===== src/rtl/switch_mcu_pkg.sv =====
// Shared types and widths for the switch MCU operand-fetch stage.
// Holds the fetch FSM encoding and the latched instruction bundle.
package switch_mcu_pkg;

  localparam int REG_ADDR_W = 5;
  localparam int XLEN       = 32;
  localparam int CTRL_W     = 16;

  typedef enum logic [1:0] {
    ST_EMPTY = 2'd0,
    ST_WAIT  = 2'd1,
    ST_FULL  = 2'd2
  } fetch_state_t;

  typedef struct packed {
    logic [REG_ADDR_W-1:0] rd;
    logic                  rd_en;
    logic [CTRL_W-1:0]     ctrl;
    logic [XLEN-1:0]       imm;
    logic                  imm_sel;
  } id_ex_t;

  // x0 is hardwired, so it never matches a writeback
  function automatic logic wb_hit(
    input logic                  wen,
    input logic [REG_ADDR_W-1:0] waddr,
    input logic [REG_ADDR_W-1:0] rs
  );
    return wen && (waddr == rs) && (rs != '0);
  endfunction

endpackage


===== src/rtl/switch_mcu_opfetch_if.sv =====
// Decode, register-file, writeback and execute signals of the
// operand-fetch stage; slave is the stage, master its environment.
interface switch_mcu_opfetch_if;
  import switch_mcu_pkg::*;

  logic                  in_dec_valid;
  logic                  out_dec_ready;
  logic [REG_ADDR_W-1:0] in_rs1;
  logic                  in_rs1_en;
  logic [REG_ADDR_W-1:0] in_rs2;
  logic                  in_rs2_en;
  logic [XLEN-1:0]       in_imm;
  logic                  in_imm_sel;
  logic [REG_ADDR_W-1:0] in_rd;
  logic                  in_rd_en;
  logic [CTRL_W-1:0]     in_ctrl;

  logic [REG_ADDR_W-1:0] out_raddr_1;
  logic [REG_ADDR_W-1:0] out_raddr_2;
  logic                  out_ren_1;
  logic                  out_ren_2;
  logic [XLEN-1:0]       in_rdata_1;
  logic [XLEN-1:0]       in_rdata_2;

  logic                  in_wb_wen;
  logic [REG_ADDR_W-1:0] in_wb_waddr;
  logic [XLEN-1:0]       in_wb_wdata;

  logic                  out_ex_valid;
  logic                  in_ex_ready;
  logic [XLEN-1:0]       out_op_a;
  logic [XLEN-1:0]       out_op_b;
  logic [REG_ADDR_W-1:0] out_rd;
  logic                  out_rd_en;
  logic [CTRL_W-1:0]     out_ctrl;

  modport slave (
    input  in_dec_valid, in_rs1, in_rs1_en,
    input  in_rs2, in_rs2_en, in_imm, in_imm_sel,
    input  in_rd, in_rd_en, in_ctrl,
    input  in_rdata_1, in_rdata_2,
    input  in_wb_wen, in_wb_waddr, in_wb_wdata,
    input  in_ex_ready,
    output out_dec_ready, out_raddr_1, out_raddr_2,
    output out_ren_1, out_ren_2, out_ex_valid,
    output out_op_a, out_op_b, out_rd, out_rd_en,
    output out_ctrl
  );

  modport master (
    output in_dec_valid, in_rs1, in_rs1_en,
    output in_rs2, in_rs2_en, in_imm, in_imm_sel,
    output in_rd, in_rd_en, in_ctrl,
    output in_rdata_1, in_rdata_2,
    output in_wb_wen, in_wb_waddr, in_wb_wdata,
    output in_ex_ready,
    input  out_dec_ready, out_raddr_1, out_raddr_2,
    input  out_ren_1, out_ren_2, out_ex_valid,
    input  out_op_a, out_op_b, out_rd, out_rd_en,
    input  out_ctrl
  );

endinterface


===== src/rtl/switch_mcu_opfetch_fwd.sv =====
// One operand lane: source tracking, accept-time bypass,
// stall hold register and writeback forward mux.
module switch_mcu_opfetch_fwd
  import switch_mcu_pkg::*;
(
  input  logic                  in_clk,
  input  logic                  in_rst,
  input  logic                  accept,
  input  logic                  ex_ready,
  input  fetch_state_t          state,
  input  logic [REG_ADDR_W-1:0] dec_rs,
  input  logic                  dec_rs_en,
  input  logic                  wb_wen,
  input  logic [REG_ADDR_W-1:0] wb_waddr,
  input  logic [XLEN-1:0]       wb_wdata,
  input  logic [XLEN-1:0]       rdata,
  output logic [XLEN-1:0]       operand
);

  logic [REG_ADDR_W-1:0] rs_q;
  logic                  rs_en_q;
  logic [XLEN-1:0]       byp_q;
  logic                  byp_v;
  logic [XLEN-1:0]       hold_q;

  logic            live;
  logic            cur_hit;
  logic            acc_hit;
  logic [XLEN-1:0] wait_val;
  logic [XLEN-1:0] full_val;

  always_comb begin
    live     = rs_en_q && (rs_q != '0);
    cur_hit  = live && wb_hit(wb_wen, wb_waddr, rs_q);
    acc_hit  = wb_hit(wb_wen, wb_waddr, dec_rs);
    wait_val = '0;
    full_val = '0;
    if (cur_hit) begin
      wait_val = wb_wdata;
      full_val = wb_wdata;
    end else if (live) begin
      wait_val = byp_v ? byp_q : rdata;
      full_val = hold_q;
    end
    operand = '0;
    unique case (state)
      ST_WAIT: operand = wait_val;
      ST_FULL: operand = full_val;
      default: operand = '0;
    endcase
  end

  always_ff @(posedge in_clk or negedge in_rst) begin
    if (!in_rst) begin
      rs_q    <= '0;
      rs_en_q <= 1'b0;
      byp_q   <= '0;
      byp_v   <= 1'b0;
      hold_q  <= '0;
    end else begin
      if (accept) begin
        rs_q    <= dec_rs;
        rs_en_q <= dec_rs_en;
        byp_v   <= acc_hit;
        byp_q   <= acc_hit ? wb_wdata : '0;
      end
      // hold tracks the architectural value while stalled
      if (state == ST_WAIT && !ex_ready)
        hold_q <= wait_val;
      else if (state == ST_FULL && cur_hit)
        hold_q <= wb_wdata;
    end
  end

endmodule


===== src/rtl/switch_mcu_opfetch.sv =====
// Operand-fetch stage: reads the register file one cycle after
// accept and forwards writebacks until execute takes the operands.
module switch_mcu_opfetch
  import switch_mcu_pkg::*;
(
  input  logic                 in_clk,
  input  logic                 in_rst,
  switch_mcu_opfetch_if.slave  bus
);

  fetch_state_t    state_q;
  fetch_state_t    state_d;
  id_ex_t          ins_q;
  logic            dec_ready;
  logic            accept;
  logic            ex_valid;
  logic [XLEN-1:0] opnd_1;
  logic [XLEN-1:0] opnd_2;

  always_comb begin
    ex_valid  = (state_q == ST_WAIT) || (state_q == ST_FULL);
    dec_ready = in_rst &&
                ((state_q == ST_EMPTY) || bus.in_ex_ready);
    accept    = bus.in_dec_valid && dec_ready;
    state_d   = state_q;
    unique case (state_q)
      ST_EMPTY: begin
        if (accept) state_d = ST_WAIT;
      end
      ST_WAIT, ST_FULL: begin
        if (!bus.in_ex_ready) state_d = ST_FULL;
        else if (accept)      state_d = ST_WAIT;
        else                  state_d = ST_EMPTY;
      end
      default: state_d = ST_EMPTY;
    endcase
  end

  always_ff @(posedge in_clk or negedge in_rst) begin
    if (!in_rst) begin
      state_q <= ST_EMPTY;
      ins_q   <= '0;
    end else begin
      state_q <= state_d;
      if (accept)
        ins_q <= '{rd:      bus.in_rd,
                   rd_en:   bus.in_rd_en,
                   ctrl:    bus.in_ctrl,
                   imm:     bus.in_imm,
                   imm_sel: bus.in_imm_sel};
    end
  end

  switch_mcu_opfetch_fwd u_fwd_1 (
    .in_clk    (in_clk),
    .in_rst    (in_rst),
    .accept    (accept),
    .ex_ready  (bus.in_ex_ready),
    .state     (state_q),
    .dec_rs    (bus.in_rs1),
    .dec_rs_en (bus.in_rs1_en),
    .wb_wen    (bus.in_wb_wen),
    .wb_waddr  (bus.in_wb_waddr),
    .wb_wdata  (bus.in_wb_wdata),
    .rdata     (bus.in_rdata_1),
    .operand   (opnd_1)
  );

  switch_mcu_opfetch_fwd u_fwd_2 (
    .in_clk    (in_clk),
    .in_rst    (in_rst),
    .accept    (accept),
    .ex_ready  (bus.in_ex_ready),
    .state     (state_q),
    .dec_rs    (bus.in_rs2),
    .dec_rs_en (bus.in_rs2_en),
    .wb_wen    (bus.in_wb_wen),
    .wb_waddr  (bus.in_wb_waddr),
    .wb_wdata  (bus.in_wb_wdata),
    .rdata     (bus.in_rdata_2),
    .operand   (opnd_2)
  );

  assign bus.out_dec_ready = dec_ready;
  assign bus.out_raddr_1   = accept ? bus.in_rs1 : '0;
  assign bus.out_raddr_2   = accept ? bus.in_rs2 : '0;
  assign bus.out_ren_1     = accept && bus.in_rs1_en &&
                             (bus.in_rs1 != '0);
  assign bus.out_ren_2     = accept && bus.in_rs2_en &&
                             (bus.in_rs2 != '0);
  assign bus.out_ex_valid  = ex_valid;
  assign bus.out_op_a      = opnd_1;
  assign bus.out_op_b      = (ex_valid && ins_q.imm_sel)
                             ? ins_q.imm : opnd_2;
  assign bus.out_rd        = ins_q.rd;
  assign bus.out_rd_en     = ins_q.rd_en;
  assign bus.out_ctrl      = ins_q.ctrl;

endmodule


===== src/flat_wrapper.sv =====
// flat-port wrapper written by rule: the top's interface ports become plain ports
module switch_mcu_opfetch_flat import switch_mcu_pkg::*;
  (in_clk, in_rst, bus_in_dec_valid, bus_in_rs1, bus_in_rs1_en, bus_in_rs2, bus_in_rs2_en, bus_in_imm, bus_in_imm_sel, bus_in_rd, bus_in_rd_en, bus_in_ctrl, bus_in_rdata_1, bus_in_rdata_2, bus_in_wb_wen, bus_in_wb_waddr, bus_in_wb_wdata, bus_in_ex_ready, bus_out_dec_ready, bus_out_raddr_1, bus_out_raddr_2, bus_out_ren_1, bus_out_ren_2, bus_out_ex_valid, bus_out_op_a, bus_out_op_b, bus_out_rd, bus_out_rd_en, bus_out_ctrl);
  switch_mcu_opfetch_if bus_i ();
  input  logic in_clk;
  input  logic in_rst;
  input wire logic [$bits(bus_i.in_dec_valid)-1:0] bus_in_dec_valid;
  input wire logic [$bits(bus_i.in_rs1)-1:0] bus_in_rs1;
  input wire logic [$bits(bus_i.in_rs1_en)-1:0] bus_in_rs1_en;
  input wire logic [$bits(bus_i.in_rs2)-1:0] bus_in_rs2;
  input wire logic [$bits(bus_i.in_rs2_en)-1:0] bus_in_rs2_en;
  input wire logic [$bits(bus_i.in_imm)-1:0] bus_in_imm;
  input wire logic [$bits(bus_i.in_imm_sel)-1:0] bus_in_imm_sel;
  input wire logic [$bits(bus_i.in_rd)-1:0] bus_in_rd;
  input wire logic [$bits(bus_i.in_rd_en)-1:0] bus_in_rd_en;
  input wire logic [$bits(bus_i.in_ctrl)-1:0] bus_in_ctrl;
  input wire logic [$bits(bus_i.in_rdata_1)-1:0] bus_in_rdata_1;
  input wire logic [$bits(bus_i.in_rdata_2)-1:0] bus_in_rdata_2;
  input wire logic [$bits(bus_i.in_wb_wen)-1:0] bus_in_wb_wen;
  input wire logic [$bits(bus_i.in_wb_waddr)-1:0] bus_in_wb_waddr;
  input wire logic [$bits(bus_i.in_wb_wdata)-1:0] bus_in_wb_wdata;
  input wire logic [$bits(bus_i.in_ex_ready)-1:0] bus_in_ex_ready;
  output wire logic [$bits(bus_i.out_dec_ready)-1:0] bus_out_dec_ready;
  output wire logic [$bits(bus_i.out_raddr_1)-1:0] bus_out_raddr_1;
  output wire logic [$bits(bus_i.out_raddr_2)-1:0] bus_out_raddr_2;
  output wire logic [$bits(bus_i.out_ren_1)-1:0] bus_out_ren_1;
  output wire logic [$bits(bus_i.out_ren_2)-1:0] bus_out_ren_2;
  output wire logic [$bits(bus_i.out_ex_valid)-1:0] bus_out_ex_valid;
  output wire logic [$bits(bus_i.out_op_a)-1:0] bus_out_op_a;
  output wire logic [$bits(bus_i.out_op_b)-1:0] bus_out_op_b;
  output wire logic [$bits(bus_i.out_rd)-1:0] bus_out_rd;
  output wire logic [$bits(bus_i.out_rd_en)-1:0] bus_out_rd_en;
  output wire logic [$bits(bus_i.out_ctrl)-1:0] bus_out_ctrl;
  assign bus_i.in_dec_valid = bus_in_dec_valid;
  assign bus_i.in_rs1 = bus_in_rs1;
  assign bus_i.in_rs1_en = bus_in_rs1_en;
  assign bus_i.in_rs2 = bus_in_rs2;
  assign bus_i.in_rs2_en = bus_in_rs2_en;
  assign bus_i.in_imm = bus_in_imm;
  assign bus_i.in_imm_sel = bus_in_imm_sel;
  assign bus_i.in_rd = bus_in_rd;
  assign bus_i.in_rd_en = bus_in_rd_en;
  assign bus_i.in_ctrl = bus_in_ctrl;
  assign bus_i.in_rdata_1 = bus_in_rdata_1;
  assign bus_i.in_rdata_2 = bus_in_rdata_2;
  assign bus_i.in_wb_wen = bus_in_wb_wen;
  assign bus_i.in_wb_waddr = bus_in_wb_waddr;
  assign bus_i.in_wb_wdata = bus_in_wb_wdata;
  assign bus_i.in_ex_ready = bus_in_ex_ready;
  assign bus_out_dec_ready = bus_i.out_dec_ready;
  assign bus_out_raddr_1 = bus_i.out_raddr_1;
  assign bus_out_raddr_2 = bus_i.out_raddr_2;
  assign bus_out_ren_1 = bus_i.out_ren_1;
  assign bus_out_ren_2 = bus_i.out_ren_2;
  assign bus_out_ex_valid = bus_i.out_ex_valid;
  assign bus_out_op_a = bus_i.out_op_a;
  assign bus_out_op_b = bus_i.out_op_b;
  assign bus_out_rd = bus_i.out_rd;
  assign bus_out_rd_en = bus_i.out_rd_en;
  assign bus_out_ctrl = bus_i.out_ctrl;
  switch_mcu_opfetch u_core (.in_clk(in_clk), .in_rst(in_rst), .bus(bus_i));
endmodule

===== config.mk =====
export PLATFORM = sky130hd
export DESIGN_NAME = switch_mcu_opfetch_flat
export DESIGN_NICKNAME = d
export VERILOG_FILES = /design/src/rtl/switch_mcu_pkg.sv /design/src/rtl/switch_mcu_opfetch_if.sv /design/src/rtl/switch_mcu_opfetch_fwd.sv /design/src/rtl/switch_mcu_opfetch.sv /design/src/flat_wrapper.sv
export SDC_FILE = /design/constraint.sdc
export NUM_CORES = 1
export LEC_CHECK = 0
export CORE_ASPECT_RATIO = 0.7
export CORE_MARGIN = 2
export CORE_UTILIZATION = 40
export DETAILED_ROUTE_END_ITERATION = 16
export DONT_BUFFER_PORTS = 1
export GPL_ROUTABILITY_DRIVEN = 0
export PLACE_DENSITY = 0.53
export SLEW_MARGIN = 20
export SYNTH_ARGS = -nofsm -noshare
export SYNTH_HDL_FRONTEND = slang
export SYNTH_SLANG_ARGS = --single-unit

===== constraint.sdc =====
create_clock -name in_clk -period 4.1 [get_ports in_clk]
set_input_delay 0.82 -clock in_clk [delete_from_list [all_inputs] [get_ports in_clk]]
set_output_delay 0.82 -clock in_clk [all_outputs]
set_load 0.02 [all_outputs]

# ---- Yosys cells after proc, flatten, opt, wreduce, memory -nomap -nowiden
# Index checks and enable logic that the tools add are counted.
dict set report op_classes {
  n_eq_ne 7
  mux 25
  n_reduce_logical 33
}
# operator count
set ops {}
lappend ops {{$mux 32} 17}
lappend ops {{$pmux 32 s2} 2}
lappend ops {{$logic_and 1x1->1} 22}
lappend ops {{$eq 5x5->1} 4}
lappend ops {{$reduce_bool 5->1} 4}
lappend ops {{$mux 5} 2}
lappend ops {{$mux 2} 2}
lappend ops {{$pmux 2 s2} 1}
lappend ops {{$reduce_bool 2->1} 2}
lappend ops {{$eq 2x1->1 const B} 1}
lappend ops {{$eq 2x2->1 const B} 1}
lappend ops {{$logic_not 2->1} 1}
lappend ops {{$logic_or 1x1->1} 2}
lappend ops {{$ne 2x1->1 const B} 1}
lappend ops {{$reduce_or 2->1} 1}
lappend ops {{$logic_not 1->1} 1}
lappend ops {{$mux 1} 1}
dict set report totals {
  register_bits 199
  in_bits 173
  output_inout_bits 100
}

# ---- Longest topological paths before layout
dict set report logic_depth {
  depth_word 7
  ltp_mapped 9
  depth_no_buf 7
}

# ---- Modules after synthesis
# A second synthesis with hierarchy kept.
dict set report hier_totals {
  hier_cells 1149
  hier_area_um2 12149.2
}
# mod n_inst cells_each area_each_um2
set modules_own_cells {}
lappend modules_own_cells {switch_mcu_opfetch_fwd 2 414 4652.0}
lappend modules_own_cells {switch_mcu_opfetch 1 321 2845.2}

# ---- Worst setup path after synthesis
# Ideal clock, no wire load.
dict set report synth_timing {
  path_type {input -> output}
  start {input bus_in_wb_waddr[0]}
  end {output bus_out_op_b[10]}
  arrival_ps 2299
  t_required_ps 3280
  setup_slack_ps 981
  stages 7
  n_path_buf 2
  cell_sequence {xnor2_1 -> nand4_1 -> nor2_2 -> and3b_1 -> buf_6 -> buf_4 -> a221o_1}
}
dict set report synth_via {
  elab_chain_len 7
  elab_cells_between_ends 8
  cone_classes {eq/ne (1); mux (4); reduce/logical (3)}
}
# element line
set synth_rtl {}
lappend synth_rtl {{from (decl)} flat_wrapper.sv:20} ;# input wire logic [$bits(bus_i.in_wb_waddr)-1:0] bus_in_wb_waddr;
lappend synth_rtl {{$eq 5x5->1 (*)} switch_mcu_pkg.sv:29} ;# return wen && (waddr == rs) && (rs != '0);
lappend synth_rtl {{$logic_and 1x1->1 (*) (2 in series)} switch_mcu_pkg.sv:29}
lappend synth_rtl {{$logic_and 1x1->1 (*)} switch_mcu_opfetch_fwd.sv:34} ;# cur_hit = live && wb_hit(wb_wen, wb_waddr, rs_q);
lappend synth_rtl {{$mux 32} switch_mcu_opfetch_fwd.sv:38} ;# if (cur_hit) begin
lappend synth_rtl {{$pmux 32 s2 (*)} switch_mcu_opfetch_fwd.sv:46} ;# unique case (state)
lappend synth_rtl {{$mux 32 (*)} switch_mcu_opfetch.sv:94} ;# ? ins_q.imm : opnd_2;
lappend synth_rtl {{to (decl)} flat_wrapper.sv:30} ;# output wire logic [$bits(bus_i.out_op_b)-1:0] bus_out_op_b;
# Every way passes the cells marked *; elsewhere a longest branch is shown, timed or not.

# ---- Worst setup path in the final report
dict set report layout_timing {
  start {register u_core.state_q[0]}
  end {output bus_out_op_b[29]}
}
dict set report layout_via {
  elab_chain_len 4
  elab_cells_between_ends 6
  cone_classes {eq/ne (2); mux (2); reduce/logical (2)}
}
# element line
set layout_rtl {}
lappend layout_rtl {{from (decl)} switch_mcu_opfetch.sv:11} ;# fetch_state_t state_q;
lappend layout_rtl {{from (signal assigned)} switch_mcu_opfetch.sv:44} ;# state_q <= state_d;
lappend layout_rtl {{$eq 2x1->1 / $eq 2x2->1 (equally long branches)} switch_mcu_opfetch.sv:21} ;# ex_valid = (state_q == ST_WAIT) || (state_q == ST_FULL);
lappend layout_rtl {{$logic_or 1x1->1 (*)} switch_mcu_opfetch.sv:21}
lappend layout_rtl {{net bus_out_ex_valid} flat_wrapper.sv:28} ;# output wire logic [$bits(bus_i.out_ex_valid)-1:0] bus_out_ex_valid;
lappend layout_rtl {{$logic_and 1x1->1 (*)} switch_mcu_opfetch.sv:93} ;# assign bus.out_op_b = (ex_valid && ins_q.imm_sel)
lappend layout_rtl {{$mux 32 (*)} switch_mcu_opfetch.sv:94}
# Mark *: on every way through the listed nets, which the timed path passes. The rest lies on a longest branch.

==> run_results.csv <==
group,metric,value,unit
run_status,outcome,"finished clean",
timing,relSlewSlack,31.7,%
setup_path,rr_startpoint,"u_core.state_q[0]$_DFFE_PN0P_",
yosys,ys_seq_area_share,44.3,%
setup_path,crit_path_end,"bus_out_op_b[29]",
timing,fin_skew,0.0121,ns
clock_network,postCtsSetupBuffers,0,
power,power.density,545,nW/um2
layout,area_delta_synth_final,6.98,%
flow_run,max_cap_violations,0,
clock_network,cts_buffer_depth,2,
placement,dp_hpwl,22.6,mm
layout,fillers,2680,
layout,fin_nets,1200,
layout,multiInputGateArea,5550,um2
clock_network,cts_resized,0,
drt,vias_per_cell,6.04,
floorplan,coreArea,27700,um2
setup_path,start_kind,"register",
layout,layout_common_cells,"nand2_1, dfrtp_1, mux2i_1, a22o_1, o22ai_1",
clock_network,ctsHtreeMaxLevel,4,
floorplan,ioPinCount,273,
drt,vias,8522,
yosys,syn_avg_cell_area,10.2,um2
clock_network,clk_pin_slew,0.08,ns
yosys,yosysUniqueCellTypes,43,
yosys,ys_warn_count,0,
setup_path,crit_chain,"inv_1 > ha_1 > nand2_1 > nor3_1 > and3b_2 > a221o_1",
setup_path,cp_top_family,"simple AND/OR/NAND/NOR gates",
yosys,syn_area,11200,um2
placement,port_buffers,0,
yosys,synth_flop_cell,"dfrtp_1",
floorplan,start_util,40.6,%
drt,ant_nets,0,
setup_path,critPathMaxFanout,32,
global_routing,grt_max_degree,201,
setup_path,crit_slowest_cell,"and3b_2",
setup_path,critPathBufInv,1,
floorplan,chipHeight,144,um
global_routing,grt_antenna_before_repair,4,
yosys,ys_ff_latch,199,
floorplan,dieArea,29500,um2
setup_path,cp.required,3.28,ns
yosys,async_flop_share,100,%
setup_path,critical_path_class,"reg -> out",
placement,placed_area,11400,um2
timing,period_minus_slack,3.81,ns
setup_path,r2r_slack,1.15,ns
power,power_leakage,0.00535,uW
layout,layout_commonest_cell,"nand2_1",
setup_path,cp_data_arrival_time,2.99,ns
setup_path,cp-end-kind,"output pin",
timing,setup_viol,0,
timing,timing.setup.tns,0,ns
drt,post-route-drc-count,0,
setup_path,r2r_cells,9,
timing,maxSlewViolCount,0,
global_routing,grt_pass1_vias,8522,
layout,postLayoutCellArea,12000,um2
global_routing,overflow,0,
power,irDropWorstVdd,0.293,mV
global_routing,grt_first_pass_wirelength,54.4,mm
min_path,hp-class,"in -> async",
drt,routedWlPerCell,25.7,um
clock_network,clock-root-buffer,"clkbuf_16",
yosys,synthCells,1098,
placement,dp_slack,0.565,ns
floorplan,dieWidth,204,um
setup_path,worstSetupPathDepth,6,
layout,regArea,4980,um2
timing,rsz0062_at_grt,"no",
clock_network,cts.sinks,199,
clock_network,cts_tree,"built",
timing,worstMarginPinSlew,1.02,ns
yosys,synth-edff-count,0,
clock_network,clk_latency,0.45,ns
drt,routed_wl,36.2,mm
global_routing,track_usage,24.7,%
setup_path,cp-startpoint,"u_core.state_q[0]$_DFFE_PN0P_",
layout,final_layout_size_suffix_gt1_share,16.7,%
yosys,synth_nets,1275,
setup_path,slowest_delay,0.84,ns
timing,period_share,93.0,%
setup_path,r2r-end,"u_core.u_fwd_1.byp_q[27]$_DFFE_PN0N_",
layout,post-route-util,43.4,%
floorplan,floorplan.rows,51,
clock_network,postCtsHoldBufs,0,
timing,hold_viol,0,
drt,drt_iter0_markers,636,
clock_network,numCtsBuffers,17,
timing,fin_ws,0.287,ns
timing,timing.fmax,262,MHz
drt,drt_first_pass_iters,5,
## cell families (layout without fill, tap and decap cells)
| logic type | Yosys count | after routing | synth area share [%] |
|---|---|---|---|
| AO/OA/AOI/OAI | 276 | 276 | 19.2 |
| XOR/XNOR | 20 | 20 | 1.56 |
| adder cells (fa/ha/maj) | 4 | 4 | 0.445 |
| buffers and inverters | 151 | 89 | 6.76 |
| flip-flops | 199 | 199 | 44.3 |
| multiplexers | 192 | 192 | 17.8 |
| other | 0 | 3 | 0 |
| AND/OR/NAND/NOR | 256 | 256 | 9.88 |
## routing by layer
| metal | GRT usage (%) | up-vias | part of all wire, % |
|---|---|---|---|
| li1 | - | 3838 | - |
| met1 | 35.3 | 4325 | 47 |
| met2 | 36.5 | 326 | 44 |
| met3 | 6.74 | 31 | 7.9 |
| met4 | 6.94 | 2 | 1.3 |
| met5 | 0 | - | 0.036 |
## layout make-up
class | count | area share [%]
Timing Repair Buffer | 55 | 3.64
Inverter | 2 | 0.0625
Sequential cell | 199 | 41.4
Antenna cell | 3 | 0.0625
Clock inverter | 15 | 1.20
Tap cell | 371 | 3.86
Clock buffer | 17 | 3.54
Multi-Input combinational cell | 748 | 46.2
## synthesized netlist by cell type (2+ instances only)
master | n | area [um2]
nand2_1 | 214 | 803
dfrtp_1 | 199 | 4980
mux2i_1 | 128 | 1280
a22o_1 | 97 | 850
o22ai_1 | 96 | 601
clkbuf_1 | 93 | 349
mux2_2 | 64 | 721
a221o_1 | 32 | 320
a22oi_1 | 32 | 240
buf_4 | 29 | 218
a21o_1 | 13 | 97.6
buf_2 | 13 | 65.1
xnor2_1 | 13 | 114
and3_1 | 12 | 75.1
buf_6 | 9 | 101
xor2_1 | 7 | 61.3
buf_1 | 5 | 18.8
nor2_1 | 5 | 18.8
ha_1 | 4 | 50.1
nand4_1 | 3 | 18.8
nor3_1 | 3 | 15.0
inv_1 | 2 | 7.51
nor2b_1 | 2 | 12.5
nor4_2 | 2 | 25.0
or2_1 | 2 | 12.5
or4_1 | 2 | 15.0
## where the power goes
| group | total [uW] | internal, uW | switching, uW | leakage [uW] |
|---|---|---|---|---|
| combinational | 1920 | 754 | 1170 | 0.00246 |
| clock | 1700 | 853 | 842 | 0.000267 |
| sequential | 2930 | 2500 | 438 | 0.00263 |
| total | 6550 | 4100 | 2450 | 0.00535 |
## how the worst min path moves through the flow
stage / endpoint / slack (ns) / cells after the start
after CTS: u_core.u_fwd_2.byp_q[29]$_DFFE_PN0N_ / 0.03 / 0
after global routing: u_core.ins_q[29]$_DFFE_PN0N_ / 0.02 / 0
after detailed placement: u_core.ins_q[7]$_DFFE_PN0N_ / 0.46 / 2
final: u_core.ins_q[29]$_DFFE_PN0N_ / 0.05 / 0
after global placement: u_core.ins_q[3]$_DFFE_PN0N_ / 0.46 / 2
after floorplan: u_core.ins_q[10]$_DFFE_PN0N_ / 0.45 / 2
## state kept, by name, summed over array words and instances, names as in the netlist, 2 cells and up
name,count
u_core.bus.out_ctrl,16
u_core.bus.out_rd,5
u_core.ins_q,33
u_core.state_q,2
u_core.u_fwd_1.byp_q,32
u_core.u_fwd_1.hold_q,32
u_core.u_fwd_1.rs_q,5
u_core.u_fwd_2.byp_q,32
u_core.u_fwd_2.hold_q,32
u_core.u_fwd_2.rs_q,5
## stage by stage
stage                     std cells  hold slack (ns)  power (uW)
final                          1410           0.0531        6550
after global routing           1407           0.0226        6920
after CTS                      1407           0.0313        6600
after detailed placement       1375            0.463        4880
after global placement         1375            0.458        4850
after floorplan                1098            0.446        4450
No activity file was read; power rests on OpenSTA's default activity.
==> RTL change: new RTL, same flow settings <==
Encoding of `fetch_state_t`: now one-hot (3 bits for 3 states).
--- a/src/rtl/switch_mcu_pkg.sv
+++ b/src/rtl/switch_mcu_pkg.sv
@@ -8,6 +8,6 @@
 
-  typedef enum logic [1:0] {
-    ST_EMPTY = 2'd0,
-    ST_WAIT  = 2'd1,
-    ST_FULL  = 2'd2
+  typedef enum logic [2:0] {
+    ST_EMPTY = 3'b001,
+    ST_WAIT  = 3'b010,
+    ST_FULL  = 3'b100
   } fetch_state_t;
Check against the original RTL: same outputs for any inputs over 4 cycles, from zero or initial values and one cycle with in_rst low; so few cycles prove little.
==> RTL change against the original RTL <==
Design area rose by 2.6%; hold slack gained 14 ps; sequential share of layout area fell by 0.85 points; sequential cell count increased by 1; critical path depth is the same; area after synthesis up 2.9%; wire length increased by 7.3%; worst setup slack gained 120 ps; register-to-register slack better by 210 ps; highest routed layer is now met4.
Power is not compared: it rests on default switching activity, and its combinational part moved more than twofold at a synthesized area within 25%.
==> RTL change: results (changes against the original RTL) <==
| Metric | Value |
|---|---|
| Outcome | `completed` |
| Worst Tran Pin Value | `1030 ps (+9.78 ps)` |
| Warnings from Yosys | `0 (unchanged)` |
| Post-Synth Adder-Cell Area | `0% (-0.45 points)` |
| Clock Latency Late Sink | `450 ps (about the same)` |
| Commonest cells post-synth | `nand2_1, dfrtp_1, o211ai_1` |
| R2R Path Start | `u_core.state_q[2]$_DFFE_PN0P_` |
| DP Area | `11800 um2 (+2.7%)` |
| Fraction of layout cells with a size suffix above 1 | `12.5% (-4.2 points)` |
| Crit path DAT | `2880 ps (-110 ps)` |
| Dpl hpwl | `25300 um (+12%)` |
| Drt via density | `6.25 (+3.5%)` |
| R2R cell count | `8 (-1)` |
| Fin nets | `1329 (+11%)` |
| Initial antenna violation count | `0 (-4)` |
| Net Count, Synth | `1415 (+11%)` |
| DR pass1 iterations | `5 (unchanged)` |
| Crit Path Max Fanout | `64 (+100%)` |
| Largest net degree at the start of global routing | `203 (+1.0%)` |
| Synth Flop Type | `dfrtp_1` |
| First-pass GRT wire length | `60200 um (+11%)` |
| Post-CTS setup buffer count | `0 (unchanged)` |
| Number of global-route vias before repair | `9512 (+12%)` |
| Xor/xnor cell area share of the yosys netlist | `1.67% (+0.11 points)` |
| Reg-to-Reg End | `u_core.u_fwd_2.hold_q[1]$_DFFE_PN0P_` |
| CTS buffer count | `17 (unchanged)` |
| Fin Clk Skew | `16.9 ps (+4.82 ps)` |
| All-Layer GR Usage | `25.5% (+0.83 points)` |
| Hold buffers post-CTS | `0 (unchanged)` |
| Diode count | `0 (-3)` |
| Complex-gate fraction of the synthesized area | `25.4% (+6.2 points)` |
| Flop2flop setup slack | `1360 ps (+210 ps)` |
| Yosys cell types | `47 (+9.3%)` |
| Post-synthesis mux area share | `8.32% (-9.5 points)` |
| Leakage power | `5.55 nW` |
| Area contributors post-synth | `dfrtp_1, mux2i_1, o211ai_1, nand2_1, a22o_1` |
| Clk root buf | `clkbuf_16` |
| Initial DRC count | `1041 (+64%)` |
| Post-synthesis sequential area ratio | `43.3% (-1.0 points)` |
| Clock buffer depth | `2 (unchanged)` |
| Final WL | `38800 um (+7.3%)` |
## RTL change: cell types whose count changed after synthesis, sizes merged, moves of 47 or more
cell	change
o22ai	-64
o21ai	+65
a22oi	+47
nand3	+92
o211ai	+112
mux2	-64
## RTL change: per-stage QoR
stage / instances / setup WS (ps) / hold slack (ps) / utilization (%)
CTS: 1547 / 459 / 51.9 / 43.1
floorplan: 1242 / 848 / 446 / -
global placement: 1515 / 646 / 462 / 41.1
finish: 1547 / 403 / 67.4 / 43.1
global route: 1547 / 310 / 43.3 / 43.1
detailed placement: 1515 / 612 / 463 / 41.1
## RTL change: how the worst max path moves through the flow
stage / startpoint / endpoint / slack (ps) / cells past startpoint
2_1_floorplan: bus_in_wb_waddr[3] / bus_out_op_b[1] / 850 / 8
3_3_place_gp: bus_in_wb_waddr[3] / bus_out_op_a[24] / 650 / 6
3_5_place_dp: bus_in_wb_waddr[1] / bus_out_op_a[24] / 610 / 6
4_1_cts: u_core.u_fwd_1.rs_q[1]$_DFFE_PN0N_ / bus_out_op_a[24] / 460 / 6
5_1_grt: u_core.u_fwd_1.rs_q[1]$_DFFE_PN0N_ / bus_out_op_a[24] / 310 / 6
6_report: u_core.u_fwd_1.rs_q[1]$_DFFE_PN0N_ / bus_out_op_a[24] / 400 / 6
## RTL change: final cells by class
cell class / count / area (um2)
clock buffer: 19 / 443
clock inverter: 13 / 138
fill: 2865 / 16300
multi-input combinational: 873 / 5780
sequential: 200 / 5010
tap: 378 / 473
timing repair buffer: 64 / 493
## RTL change: logic make-up (layout without fill, tap and decap cells)
kind of cell    Yosys count  count (layout)
compound gates          391             391
xor+xnor                 22              22
buf+inv                 169              96
flops                   200             200
mux                      96              96
simple gates            364             364
## RTL change: power breakdown
part           internal (W)  total (W)  switching (W)  leakage, nW
combinational      0.000344   0.000806       0.000462         2.65
sequential          0.00228    0.00253       0.000252         2.62
clock              0.000878    0.00174       0.000858        0.279
total               0.00350    0.00507        0.00157         5.55
## RTL change: critical path, stage by stage, from the launching register on
cell and delay (ps):
dfrtp_1 450, xnor2_1 160, nand4_1 210, or2_4 810, o211ai_1 200, o22ai_1 340, buf_4 210
## RTL change: metal layers
metal  up-vias  global-route usage (%)  wire [um]
met5         -                       0          0
met3        33                    5.40       2570
met4         0                    6.25        537
met2       375                    37.0      16700
li1       4356                       -          -
met1      4911                    38.6      19000
